## config.mk

```make
export PLATFORM = sky130hd
export DESIGN_NAME = jt08_adpcm_seq
export DESIGN_NICKNAME = d
export VERILOG_FILES = /design/src/rtl/jt08_adpcm_seq.sv
export SDC_FILE = /design/constraint.sdc
export NUM_CORES = 1
export LEC_CHECK = 0
export ABC_AREA = 1
export BUFFER_PORTS_ARGS = -buffer_cell sky130_fd_sc_hd__buf_4
export CORE_MARGIN = 10
export CORE_UTILIZATION = 50
export DETAILED_ROUTE_END_ITERATION = 8
export PLACE_DENSITY = 0.69
export SYNTH_ARGS = -nofsm -noshare
export SYNTH_HDL_FRONTEND = slang
export SYNTH_SLANG_ARGS = --single-unit
```

## constraint.sdc

```tcl
create_clock -name clk -period 2.4 [get_ports clk]
set_clock_uncertainty 0.15 [all_clocks]
set_input_delay 0.24 -clock clk [delete_from_list [all_inputs] [get_ports clk]]
set_output_delay 0.24 -clock clk [all_outputs]
set_load 0.005 [all_outputs]
```

## src/rtl/jt08_adpcm_seq.sv

```systemverilog
// Six-channel ADPCM slot sequencer: rotates slots on cen, fetches one ROM nibble per
// enabled slot, and reports sample-ready, end-of-sample and fetch-underrun to the accumulator.
module jt08_adpcm_seq #(
  parameter int unsigned AW = 16
) (
  input  logic          clk,
  input  logic          rst,
  input  logic          cen,
  input  logic          wr,
  input  logic [3:0]    addr,
  input  logic [15:0]   din,
  output logic          rom_req,
  output logic [AW-1:0] rom_addr,
  input  logic          rom_ack,
  output logic [5:0]    cur_ch,
  output logic [5:0]    en_ch,
  output logic          match,
  output logic          en_sum,
  output logic [5:0]    flags,
  output logic          ovr
);

  localparam int unsigned NCH = 6;
  localparam int unsigned CW  = 3;

  localparam logic [1:0] ST_IDLE = 2'd0;
  localparam logic [1:0] ST_REQ  = 2'd1;
  localparam logic [1:0] ST_DONE = 2'd2;

  logic [1:0]     r_state;
  logic           r_cen_d;
  logic [NCH-1:0] r_cur_ch, r_en_ch, r_flags, r_kon, r_koff, r_end_hit;
  logic           r_match, r_en_sum, r_rom_req, r_ovr;
  logic [AW-1:0]  r_rom_addr;
  logic [AW-1:0]  r_cnt   [NCH];
  logic [AW-1:0]  r_start [NCH];
  logic [AW-1:0]  r_end   [NCH];

  logic [1:0]     w_state_nxt;
  logic [CW-1:0]  w_ch;
  logic [NCH-1:0] w_cur_nxt, w_en_nxt, w_kon_nxt, w_koff_nxt, w_end_hit_nxt;
  logic [NCH-1:0] w_flags_set, w_flags_clr, w_flags_nxt;
  logic           w_match_nxt, w_en_sum_nxt, w_req_nxt;
  logic           w_ovr_set, w_ovr_clr, w_ovr_nxt;
  logic [AW-1:0]  w_addr_nxt;
  logic [AW-1:0]  w_cnt_nxt   [NCH];
  logic [AW-1:0]  w_start_nxt [NCH];
  logic [AW-1:0]  w_end_nxt   [NCH];

  // Slot FSM, key-on/off application and register decode
  always_comb begin
    w_ch          = '0;
    w_state_nxt   = r_state;
    w_cur_nxt     = r_cur_ch;
    w_en_nxt      = r_en_ch;
    w_match_nxt   = r_match;
    w_en_sum_nxt  = r_en_sum;
    w_req_nxt     = r_rom_req;
    w_addr_nxt    = r_rom_addr;
    w_kon_nxt     = r_kon;
    w_koff_nxt    = r_koff;
    w_end_hit_nxt = r_end_hit;
    w_flags_set   = '0;
    w_flags_clr   = '0;
    w_ovr_set     = 1'b0;
    w_ovr_clr     = 1'b0;
    w_cnt_nxt     = r_cnt;
    w_start_nxt   = r_start;
    w_end_nxt     = r_end;

    for (int i = 0; i < NCH; i++) begin
      if (r_cur_ch[i]) w_ch = CW'(i);
    end

    if (cen) begin
      w_cur_nxt = {r_cur_ch[NCH-2:0], r_cur_ch[NCH-1]};
      // key-off beats key-on; key-on beats the end-of-sample clear
      w_en_nxt  = ((r_en_ch & ~r_end_hit) | r_kon) & ~r_koff;
      for (int i = 0; i < NCH; i++) begin
        if (r_kon[i] && !r_koff[i]) w_cnt_nxt[i] = r_start[i];
      end
      w_en_sum_nxt  = |(w_cur_nxt & w_en_nxt);
      w_flags_set   = r_end_hit;
      w_end_hit_nxt = '0;
      w_ovr_set     = (r_state == ST_REQ);
      w_req_nxt     = 1'b0;
      w_match_nxt   = 1'b0;
      w_state_nxt   = ST_IDLE;
      w_kon_nxt     = '0;
      w_koff_nxt    = '0;
    end else begin
      case (r_state)
        ST_IDLE: begin
          if (r_cen_d) begin
            if (|(r_cur_ch & r_en_ch)) begin
              w_state_nxt = ST_REQ;
              w_req_nxt   = 1'b1;
              w_addr_nxt  = r_cnt[w_ch];
            end else begin
              w_state_nxt = ST_DONE;
              w_match_nxt = 1'b1;
            end
          end
        end
        ST_REQ: begin
          if (rom_ack) begin
            w_state_nxt     = ST_DONE;
            w_req_nxt       = 1'b0;
            w_match_nxt     = 1'b1;
            w_cnt_nxt[w_ch] = r_cnt[w_ch] + AW'(1);
            if (r_rom_addr == r_end[w_ch]) w_end_hit_nxt[w_ch] = 1'b1;
          end
        end
        default: ;
      endcase
    end

    if (wr) begin
      case (addr)
        4'd0: w_kon_nxt  = w_kon_nxt | din[NCH-1:0];
        4'd1: w_koff_nxt = w_koff_nxt | din[NCH-1:0];
        4'd2: begin
          w_flags_clr = din[NCH-1:0];
          w_ovr_clr   = din[15];
        end
        default: ;
      endcase
      if (addr >= 4'd4 && addr <= 4'd9) w_start_nxt[CW'(addr - 4'd4)] = AW'(din);
      if (addr >= 4'd10) w_end_nxt[CW'(addr - 4'd10)] = AW'(din);
    end

    w_flags_nxt = (r_flags & ~w_flags_clr) | w_flags_set;
    w_ovr_nxt   = (r_ovr & ~w_ovr_clr) | w_ovr_set;
  end

  always_ff @(posedge clk) begin
    if (rst) begin
      r_state    <= ST_IDLE;
      r_cen_d    <= 1'b0;
      r_cur_ch   <= NCH'(1);
      r_en_ch    <= '0;
      r_flags    <= '0;
      r_kon      <= '0;
      r_koff     <= '0;
      r_end_hit  <= '0;
      r_match    <= 1'b0;
      r_en_sum   <= 1'b0;
      r_rom_req  <= 1'b0;
      r_ovr      <= 1'b0;
      r_rom_addr <= '0;
      for (int i = 0; i < NCH; i++) begin
        r_cnt[i]   <= '0;
        r_start[i] <= '0;
        r_end[i]   <= '0;
      end
    end else begin
      r_state    <= w_state_nxt;
      r_cen_d    <= cen;
      r_cur_ch   <= w_cur_nxt;
      r_en_ch    <= w_en_nxt;
      r_flags    <= w_flags_nxt;
      r_kon      <= w_kon_nxt;
      r_koff     <= w_koff_nxt;
      r_end_hit  <= w_end_hit_nxt;
      r_match    <= w_match_nxt;
      r_en_sum   <= w_en_sum_nxt;
      r_rom_req  <= w_req_nxt;
      r_ovr      <= w_ovr_nxt;
      r_rom_addr <= w_addr_nxt;
      r_cnt      <= w_cnt_nxt;
      r_start    <= w_start_nxt;
      r_end      <= w_end_nxt;
    end
  end

  assign rom_req  = r_rom_req;
  assign rom_addr = r_rom_addr;
  assign cur_ch   = r_cur_ch;
  assign en_ch    = r_en_ch;
  assign match    = r_match;
  assign en_sum   = r_en_sum;
  assign flags    = r_flags;
  assign ovr      = r_ovr;

endmodule

```

# == Yosys cells after proc, flatten, opt, wreduce, memory -nomap -nowiden ==
# Index checks and enable logic that the tools add are counted.
# totals
ff_bits,347
output_inout_bits,38
elab_cells,172
# op_classes
add_sub_neg,3
n_lt_le_gt_ge,11
n_eq_ne,14
muxes,55
n_bitwise,20
n_reduce_logical,38
# ops
operator,n
$bwmux 96,3
$mux 96,3
$mux 16,13
$demux 16 s3,3
$bmux 16 s3,2
$mux 6,9
$and 6x6->6,5
$or 6x6->6,5
$reduce_and 3->1,8
$not 6->6,3
$add 16x1->16 const B,1
$eq 16x16->1,1
$ge 4x4->1 const B,4
$lt 4x1->1 const B,3
$mux 3,4
$ne 2x1->1 const B,6
$not 3->4,3
$reduce_and 4->1,3
$reduce_or 6->1,2
$logic_and 1x1->1,11
$mux 1,11
$ne 2x2->1 const B,4
$logic_not 1->1,6
$mux 2,3
20 further kinds,25

# == Depth between registers and ports, before layout ==
# logic_depth
word_depth,14
depth_mapped,19
mapped_depth_nobuf,17

# == Least setup slack after synthesis ==
# No wires, ideal clock.
# synth_timing
kind,flip-flop to flip-flop
start,register r_cur_ch[5] (netlist: cur_ch[5])
end,register r_cnt[90] in the netlist's numbering
setup_ps,119
t_arrival_ps,2091
path_slack_ps,40
stages_incl_launch_ff,14
period_less_slack_ps,2360
cell_sequence,dfxtp_1 -> inv_2 -> nand2_4 -> nand2_4 -> nand2_2 -> buf_6 -> o21ai_1 -> nor3_2 -> ha_1 -> nand2_1 -> nor2_1 -> nand3_1 -> nand3_1 -> a21oi_1
# synth_between
elab_chain_cells,10
elab_cells_between_ends,15
classes_between,add/sub (1); order compare (2); mux (10); bitwise (1); reduce/logical (1)
# synth_rtl
item,line,rtl
from (decl),32,"logic [NCH-1:0] r_cur_ch, r_en_ch, r_flags, r_kon, r_koff, r_end_hit;"
from (signal assigned),159,r_cur_ch <= w_cur_nxt;
$mux 3 (*),72,if (r_cur_ch[i]) w_ch = CW'(i);
$not 3->4 (implied by the code) (*),110,w_cnt_nxt[w_ch] = r_cnt[w_ch] + AW'(1);
$bmux 16 s3 (tied with other cells),110,
$mux 16 (implied by the code) / $logic_and 1x1->1 (equally long branches),110,
$mux 16 (implied by the code),110,
$add 16x1->16 / $demux 16 s3 (equally long branches),110,
$bwmux 96 (*),110,
$mux 96 (*),106,if (rom_ack) begin
$mux 96 (*),92,case (r_state)
$mux 96 (*),75,if (cen) begin
to (signal assigned),170,r_cnt <= w_cnt_nxt;
to (decl),35,logic [AW-1:0] r_cnt [NCH];
# Mark *: on every way between the ends. The rest lies on a longest branch, timed or not. The select of a mux whose other input is x is not followed.
# A chain may end at the register's enable or synchronous reset.

# == Final worst setup path ==
# layout_timing
start,register r_cur_ch[5] (netlist: cur_ch[5])
end,register r_cnt[30] in the netlist's numbering
# The elaborated chain is that of the path after synthesis.

==> key figures <==
Layout
  – Nets: 2396
  – Layout area overhead: 28.3%
  – Most common cell after layout, fill and taps aside: dfxtp_1
  – N_diodes: 0
  – Layout cell share with drive strength beyond 1: 21.8%
  – Final std cells w/o fill: 2793
  – Filler instances: 2691
  – Area of the multi-input gates: 0.00826 mm^2
  – Final non-filler cell area: 0.0200 mm^2
  – Most frequent cells in the layout: dfxtp_1 (343), a21oi_1 (306), nand2_1 (282)
  – FF/Latch Area: 0.00696 mm^2

Detailed routing
  – Metal-1 WL: 23200 um
  – WL met3: 5060 um
  – Remaining DRCs: 0
  – Routed Antenna Nets: 0
  – WL final: 55800 um
  – Vias/cell: 5.83
  – Post-DR wirelength/cell: 20.0 um
  – Vias after detailed routing: 16.3k
  – Pre-antenna DRT Iters: 6
  – Initial DRC count: 1701
  – Top Layer Used: met4
  – DR WL met2: 25200 um

Min path
  – Hold Path Class: in -> reg
  – Min-Delay Path Depth: 3

Clock tree
  – Clk slew on worst S/H paths: 60 ps
  – Later-pin clock latency in the skew report: 520 ps
  – Root buffer cell: clkbuf_16
  – Clock sink total: 347
  – CTS tree: yes
  – Num CTS Buffers: 39
  – H-tree Lvls: 2
  – CTS Buffer Depth: 3

Placement
  – I/O Buffers: 62
  – Pre-CTS setup slack: -365 ps
  – HPWL Detailed: 36600 um
  – Placed Instances: 2675
  – Placed instance area: 0.0171 mm^2
  – Placer Congestion: 0.931

GRT
  – Vias in the first global route: 15.1k
  – Initial antenna violation count: 0
  – Global-route wire length before repair: 84900 um
  – Total GRT Usage: 27.3%
  – Largest net degree at the start of global routing: 68
  – Grt ovf: 0

Run status
  – Violated checks: negative setup slack
  – Status: finished, violations left

Synth
  – Synth unique cells: 41
  – Yosys reg bits: 347
  – Ys Warns: 0
  – Post-synthesis sequential area ratio: 44.7%
  – Synth Area in Adders: 0.0805%
  – Mapped cell area: 0.0156 mm^2
  – Synth Area in Simple Gates: 22.2%
  – Syn_area_per_cell: 6.98 um^2
  – Post-Syn Instances: 2228
  – Synth Area in XOR/XNOR: 0.217%
  – Main combinational cell family by area after synthesis: compound AO/OA/AOI/OAI gates
  – Multiplexer area fraction after synthesis: 0%
  – Net Count, Synth: 2254
  – Post-synthesis compound-gate area fraction: 23.6%

Critical path
  – Worst r2r path cells: 15
  – Critical path type: reg -> reg
  – Crit path capture type: flip-flop
  – Crit path largest cell delay: 370 ps
  – Sum of buffers and inverters on the critical path: 2
  – Max stage delay cell, worst path: dfxtp_4
  – Worst-path fanout max: 7
  – CP top delay family: simple AND/OR/NAND/NOR gates
  – Arrival @ worst endpoint: 2920 ps
  – Most used cell, CP: nand2_4
  – Worst Path Required: 2700 ps
  – Worst setup SP type: flip-flop
  – Cell breakdown of the critical path: nor2_4 > nand2_4 > nand2_8 > buf_12 > buf_8 > nand2_4 > nand3_2 > nand4_1 > nor2_2 > nand2_4 > nor2_4 > nand2_2 > nand2_4 > nand3_2 > a21oi_2
  – Levels on crit path: 15

STA
  – Worst-Margin Slew: 701 ps
  – Crit share post-route: 109%
  – Hold Fails Final Rpt: 0
  – Max-slew violations: 0
  – Hold slack: 23.0 ps
  – Max Clk Rate: 382 MHz
  – RSZ-0062 raised after global routing: true
  – Final setup fails: 87
  – Tmin final: 2620 ps
  – Final WS setup: -216 ps
  – Worst slew margin: 53.2%

Floorplan
  – Starting density of the core: 50.7%
  – I/O pins: 63
  – Row cnt: 64
  – Die span in x: 196 um
  – Die Ht: 196 um
  – Die area: 0.0386 mm^2
  – Core area: 0.0307 mm^2

Power
  – Leakage: 0.00778 uW
  – Cell Pwr Density: 695 mW/mm^2
  – Max VDD drop: 0.522 mV
  – Pwr Total: 13900 uW

Job
  – Max Cap Viol: 0
-- worst min-delay path: stages --
cell and delay (ps):
buf_4 220, nand3_1 120, a21oi_1 60
-- per-layer routing --
layer	vias to the layer above	track usage, %
met3	134	4.45
met4	0	10.6
met1	7604	36.3
li1	7725	-
met2	816	43.4
met5	-	0
-- metrics by stage --
step | util [%] | TNS [ps]
after floorplan | - | 0
after detailed placement | 55.6 | -22320
after CTS | 63.4 | -3040
final | 65.1 | -9690
after global placement | 55.6 | -17970
after global routing | 65.1 | -18350
-- path summary, 6_finish.rpt --
check / from / endpoint / slack (ps)
hold / removal: din[3] / r_start[83]$_SDFFE_PP0P_ / 20
hold reg to reg: r_start[76]$_SDFFE_PP0P_ / r_start[76]$_SDFFE_PP0P_ / 290
setup / recovery: cur_ch[5]$_SDFFE_PP0P_ / r_cnt[30]$_SDFFE_PP0P_ / -220
setup reg to reg: cur_ch[5]$_SDFFE_PP0P_ / r_cnt[30]$_SDFFE_PP0P_ / -220
-- synthesized netlist by cell type, drive strengths merged --
master	count	share of area (%)
a22oi	2	0.097
nor2	224	5.6
inv	210	5.1
nand2	341	8.6
o221ai	1	0.056
ha	1	0.080
a22o	1	0.056
a21oi	348	11
o31ai	3	0.14
a221oi	7	0.39
o22ai	32	1.3
nor3b	1	0.048
clkinv	4	0.097
a211oi	3	0.14
dfxtp	347	45
o211ai	6	0.29
nor3	4	0.16
buf	24	1.0
xor2	1	0.056
or2	4	0.16
xnor2	2	0.16
o21ai	301	9.8
clkbuf	126	3.0
nand3b	5	0.24
nand3	219	7.1
nand4	6	0.24
a31oi	5	0.20
-- logic make-up after synthesis --
logic type | after synthesis
xor gates and xnor gates | 3
buffers and inverters | 364
adders and majority gates | 1
DFF | 347
and+or+nand+nor | 804
AOI/OAI and AO/OA | 709
-- power breakdown --
part           total, uW  internal (uW)  switching (uW)
Clock               5590           3240            2350
Combinational       2370            900            1470
Sequential          5900           5850            47.6
Total              13900           9990            3870
-- cell type report --
type,count,area share (%)
Inverter,214,4.12
Multi-Input combinational cell,1517,41.4
Timing Repair Buffer,251,11.2
Clock inverter,9,0.245
Tap cell,396,2.48
Clock buffer,59,5.67
Sequential cell,347,34.9
-- sequential cells by signal, indices dropped and copies added (netlist names) --
signal	cells
flags	6
rom_req	1
r_start	96
match	1
r_kon	6
en_ch	6
en_sum	1
ovr	1
r_cnt	96
r_end_hit	6
r_state	2
rom_addr	16
r_koff	6
cur_ch	6
r_cen_d	1
r_end	96
-- repair_timing --
item                                   4_1_cts  5_1_grt
gates resized for setup                    190      118
hold buffers                                16        0
pin swaps                                   55       61
endpoints found under the hold margin       75        0
buffers inserted                            21       12
gates cloned                                 3        0
setup endpoints to repair                   92       92
Note: power is estimated with default switching activity, not from simulation.
